==> src/rtl/cpu_pkg.sv <==
// Shared constants for the accumulator CPU: widths, opcodes and the
// control-unit state encoding.
package cpu_pkg;

    localparam int ADR_W  = 6;
    localparam int DATA_W = 8;

    localparam logic [1:0] OP_NOR = 2'b00;
    localparam logic [1:0] OP_ADD = 2'b01;
    localparam logic [1:0] OP_STA = 2'b10;
    localparam logic [1:0] OP_JCC = 2'b11;

    localparam logic [2:0] S_INIT    = 3'd0;
    localparam logic [2:0] S_FETCH   = 3'd1;
    localparam logic [2:0] S_DECODE  = 3'd2;
    localparam logic [2:0] S_EXE_UAL = 3'd3;
    localparam logic [2:0] S_STORE   = 3'd4;
    localparam logic [2:0] S_JUMP    = 3'd5;

endpackage

==> src/rtl/control_unit.sv <==
// Instruction sequencer for the accumulator CPU: init, fetch, decode and
// one execute state per instruction class. Outputs are gated by ce and by
// rst so that every control line drops asynchronously with reset.
module control_unit
    import cpu_pkg::*;
#(
    parameter int unsigned INIT_CYCLES = 1
) (
    input  logic       clk,
    input  logic       rst,
    input  logic       ce,
    input  logic [1:0] opcode,
    input  logic       carry,
    output logic       clear_PC,
    output logic       enable_PC,
    output logic       load_PC,
    output logic       load_RI,
    output logic       sel_adr,
    output logic       mem_ce,
    output logic       mem_we,
    output logic       load_ACC,
    output logic       sel_UAL,
    output logic       load_carry,
    output logic       clear_carry,
    output logic [2:0] state_dbg
);

    localparam logic [3:0] INIT_LAST = 4'(INIT_CYCLES - 1);

    logic [2:0] state, state_nx;
    logic [3:0] init_cnt, init_cnt_nx;
    logic       run;

    // Next state and init counter; everything holds while ce=0
    always_comb begin
        state_nx    = state;
        init_cnt_nx = init_cnt;
        if (ce) begin
            init_cnt_nx = '0;
            case (state)
                S_INIT: begin
                    if (init_cnt == INIT_LAST)
                        state_nx = S_FETCH;
                    else
                        init_cnt_nx = init_cnt + 4'd1;
                end
                S_FETCH:  state_nx = S_DECODE;
                S_DECODE: begin
                    case (opcode)
                        OP_STA:  state_nx = S_STORE;
                        OP_JCC:  state_nx = S_JUMP;
                        default: state_nx = S_EXE_UAL;
                    endcase
                end
                S_EXE_UAL, S_STORE, S_JUMP: state_nx = S_FETCH;
                default:  state_nx = S_INIT;
            endcase
        end
    end

    // State register with asynchronous active-low reset
    always_ff @(posedge clk or negedge rst) begin
        if (!rst) begin
            state    <= S_INIT;
            init_cnt <= '0;
        end else begin
            state    <= state_nx;
            init_cnt <= init_cnt_nx;
        end
    end

    assign run       = ce & rst;
    assign state_dbg = state;

    // Output decode: Moore per state, plus opcode/carry in EXE_UAL and JUMP
    always_comb begin
        clear_PC    = 1'b0;
        enable_PC   = 1'b0;
        load_PC     = 1'b0;
        load_RI     = 1'b0;
        sel_adr     = 1'b0;
        mem_ce      = 1'b0;
        mem_we      = 1'b0;
        load_ACC    = 1'b0;
        sel_UAL     = 1'b0;
        load_carry  = 1'b0;
        clear_carry = 1'b0;
        if (run) begin
            case (state)
                S_INIT: begin
                    clear_PC    = 1'b1;
                    enable_PC   = 1'b1;
                    clear_carry = 1'b1;
                end
                S_FETCH: begin
                    mem_ce    = 1'b1;
                    load_RI   = 1'b1;
                    enable_PC = 1'b1;
                end
                S_DECODE: begin
                    mem_ce  = 1'b1;
                    sel_adr = 1'b1;
                end
                S_EXE_UAL: begin
                    load_ACC   = 1'b1;
                    sel_UAL    = opcode[0];
                    load_carry = opcode[0];
                end
                S_STORE: begin
                    mem_ce  = 1'b1;
                    mem_we  = 1'b1;
                    sel_adr = 1'b1;
                end
                S_JUMP: begin
                    load_PC     = ~carry;
                    clear_carry = 1'b1;
                end
                default: ;
            endcase
        end
    end

endmodule

==> config.mk <==
export PLATFORM = sky130hd
export DESIGN_NAME = control_unit
export DESIGN_NICKNAME = d
export VERILOG_FILES = /design/src/rtl/cpu_pkg.sv /design/src/rtl/control_unit.sv
export SDC_FILE = /design/constraint.sdc
export NUM_CORES = 1
export LEC_CHECK = 0
export ABC_CLOCK_PERIOD_IN_PS = 1450
export CELL_PAD_IN_SITES_DETAIL_PLACEMENT = 0
export CELL_PAD_IN_SITES_GLOBAL_PLACEMENT = 2
export CORE_UTILIZATION = 23
export DETAILED_ROUTE_END_ITERATION = 12
export HOLD_SLACK_MARGIN = 0.08
export PLACE_DENSITY_LB_ADDON = 0.1
export SETUP_SLACK_MARGIN = 0.05
export SYNTH_ARGS = -nofsm -noshare
export SYNTH_HDL_FRONTEND = slang
export SYNTH_SLANG_ARGS = --single-unit
==> constraint.sdc <==
create_clock -name clk -period 1.45 [get_ports clk]
set_input_delay 0.2175 -clock clk [delete_from_list [all_inputs] [get_ports clk]]
set_output_delay 0.2175 -clock clk [all_outputs]
set_load 0.005 [all_outputs]
==> impl_metrics.py <==
metrics = {
    "cts": {
        "cts.clk_slew.worst_paths_ns": 0.06,
        "clockRootBuffer": "clkbuf_4",
        "cts.sinks": 7,
        "clk_latency_ns": 0.26,
        "tritoncts": "yes",
        "cts_buffers": 3,
        "cts_buffer_depth": 2,
        "ctsHtreeMaxLevel": 1,
    },
    "detailed_routing": {
        "vias_per_cell": 4.60,
        "drc": 0,
        "wl_um": 1750,
        "via_count": 639,
        "avgRoutedWirePerCell_um": 12.6,
        "drtPass1Iterations": 4,
        "drt_iter0_drc": 9,
        "final_antenna_net_count": 0,
    },
    "synth": {
        "ys_types": 29,
        "synth_seq_area_share_pct": 34.0,
        "synthCells": 61,
        "synth.area.mux_share_pct": 4.13,
        "ys_seq_elements": 7,
        "synth_top_family_by_area": "simple AND/OR/NAND/NOR gates",
        "syn_nets": 69,
        "syn_area_per_cell_um2": 8.45,
        "synth-simple-area-share_pct": 29.4,
        "async_flop_share_pct": 100,
        "syn-cell-area_um2": 515,
        "synthXorXnorAreaFrac_pct": 3.40,
        "ys_warn_count": 0,
        "synthAdderAreaFrac_pct": 4.85,
        "synth-compound-area-share_pct": 15.3,
        "synth_edf_count": 0,
        "ys_dominant_reg_cell": "dfrtp_1",
    },
    "timing": {
        "final.min_clock_period_ns": 1.58,
        "drv_slew": 0,
        "finalCritPeriodShare_pct": 109,
        "setup_tns_ns": -0.466,
        "setup_viol_count_final": 11,
        "rsz0062_at_grt": "true",
        "setup_ws_ns": -0.126,
        "skew_ns": 0.00416,
        "final_hold_viol_count": 0,
        "max-slew-margin-rel_pct": 86.7,
        "fmax_ghz": 0.634,
        "worstMarginPinSlew_ns": 0.194,
    },
    "critical_path": {
        "path_class": "reg2reg",
        "cp.arrival_ns": 1.71,
        "cp-end-kind": "register",
        "critPathLaunchType": "register",
        "worstPathRequired_ns": 1.58,
        "path_max_fanout": 5,
    },
    "die": {
        "core_area_um2": 2040,
        "fp.dieW_um": 49.3,
        "start_util_pct": 25.2,
        "dieArea_um2": 2430,
        "rows": 16,
        "die-height_um": 49.3,
        "io_pins": 20,
    },
    "global_routing": {
        "gr-total-overflow": 0,
        "antenna_found_initial": 0,
        "grt_usage_pct": 15.8,
        "grt_pass1_vias": 641,
        "grt_pass1_wl_um": 2920,
        "grt_max_degree": 8,
    },
    "job": {
        "max-cap-violations": 0,
    },
    "outcome": {
        "violations": "negative setup slack",
        "status": "finished with violations",
    },
    "placed_design": {
        "dp_cells": 123,
        "place_hpwl_um": 1130,
        "port_buffers": 19,
        "place_congestion": 0.784,
        "pre_cts_ws_ns": -0.534,
    },
    "layout": {
        "final_nets": 121,
        "num-fill-cells": 206,
        "instances_no_fill": 139,
        "synthToLayoutAreaGrowth_pct": 108,
        "n_antenna_cell": 0,
        "post-route-util_pct": 52.6,
        "drive_above_1_share_pct": 63.4,
    },
    "pwr": {
        "power_density_nw_per_um2": 1400,
        "vdd_drop_max_mv": 0.843,
        "p_leak_nw": 0.523,
    },
    "hold_path": {
        "min_path_type": "in2async",
    },
}
routing by layer:
layer / up-vias / part of all wire, % / track usage (%) / wire length [um]
li1: 318 / - / - / -
met4: 0 / 0 / 2.94 / 0
met2: 19 / 47 / 24.2 / 817
met1: 302 / 48 / 21.3 / 834
met5: - / 0 / 0 / 0
met3: 0 / 5.8 / 5.61 / 101
worst paths after layout:
path / slack (ns) / endpoint / depth (start not counted) / startpoint
setup / recovery: -0.13 / state_dbg[0] / 5 / state_dbg[1]
hold / removal: 0.13 / state_dbg[1] / 2 / rst
setup reg to reg: -0.13 / state_dbg[0] / 5 / state_dbg[1]
hold reg to reg: 0.57 / init_cnt[2] / 1 / init_cnt[2]
max in group asynchronous: 1.18 / state_dbg[0] / 2 / rst
min in group clk: 0.45 / state_dbg[0] / 3 / ce
flip-flops by register name, indices dropped and copies added (netlist names):
| name | flops |
|---|---|
| init_cnt | 4 |
| state_dbg | 3 |
through the flow:
stage               hold WS [ns]  area [um^2]  power (W)
global placement           0.546          870   0.000955
finish                     0.130         1070    0.00150
floorplan                -0.0781          515   0.000540
detailed placement         0.552          870   0.000943
global route               0.137         1070    0.00160
CTS                        0.121          997    0.00133
cell usage in the layout, fill, tap and decap left out, drive strengths merged, types with 2 or more instances in the layout:
cell | netlist | routed
buf | 5 | 44
nor2b | 3 | 3
ha | 2 | 2
nor2 | 3 | 3
nor4 | 2 | 2
clkdlybuf4s50 | 0 | 3
clkbuf | 0 | 6
nand3 | 2 | 2
dlygate4sd2 | 0 | 2
nand2 | 7 | 7
xor2 | 2 | 2
dfrtp | 7 | 7
nor3 | 5 | 5
inv | 5 | 5
o21ai | 3 | 3
Yosys cell counts (2+ instances only):
cell | instances | area (um^2)
buf_2 | 4 | 20.0
xor2_1 | 2 | 17.5
nand3_1 | 2 | 10.0
nand2_1 | 7 | 26.3
nor2_1 | 3 | 11.3
nor2b_1 | 3 | 18.8
ha_1 | 2 | 25.0
dfrtp_1 | 7 | 175
nor4_1 | 2 | 12.5
o21ai_0 | 3 | 15.0
inv_1 | 5 | 18.8
nor3_1 | 4 | 20.0
critical path, cell delays in order, from the launching register on:
cell and delay, ns:
dfrtp_2 0.44, buf_6 0.15, buf_6 0.12, or3_4 0.42, o221ai_4 0.22, a22oi_2 0.10
where the power goes:
| group | switching (W) | internal, W | leakage (nW) | total (W) |
|---|---|---|---|---|
| combinational | 0.000399 | 0.000625 | 0.419 | 0.00102 |
| clock | 0.0000810 | 0.000106 | 0.0150 | 0.000187 |
| sequential | 0.0000540 | 0.000233 | 0.0893 | 0.000287 |
area by class of cell:
cell class              instances  area (um^2)  share of cell area, %
well taps                      27         33.8                   3.15
flip-flops and latches          7          179                   16.7
multi-input cells              44          375                   35.0
inverters                       5         21.3                   1.98
clock buffers                   4         26.3                   2.45
repair buffers                 52          438                   40.8
logic make-up after synthesis:
kind of cell / count (synthesis)
buffers and inverters: 10
AOI/OAI and AO/OA: 11
DFF: 7
muxes: 2
adders and majority gates: 2
and+or+nand+nor: 27
xor gates and xnor gates: 2
what timing repair did:
action / 4_1_cts / 5_1_grt
hold buffers: 0 / 0
gates resized for setup: 76 / 17
pin swaps: 12 / 10
buffers inserted: 9 / 5
setup endpoints to repair: 19 / 19
endpoints found under the hold margin: 0 / 0
No activity file was read; power rests on OpenSTA's default activity.
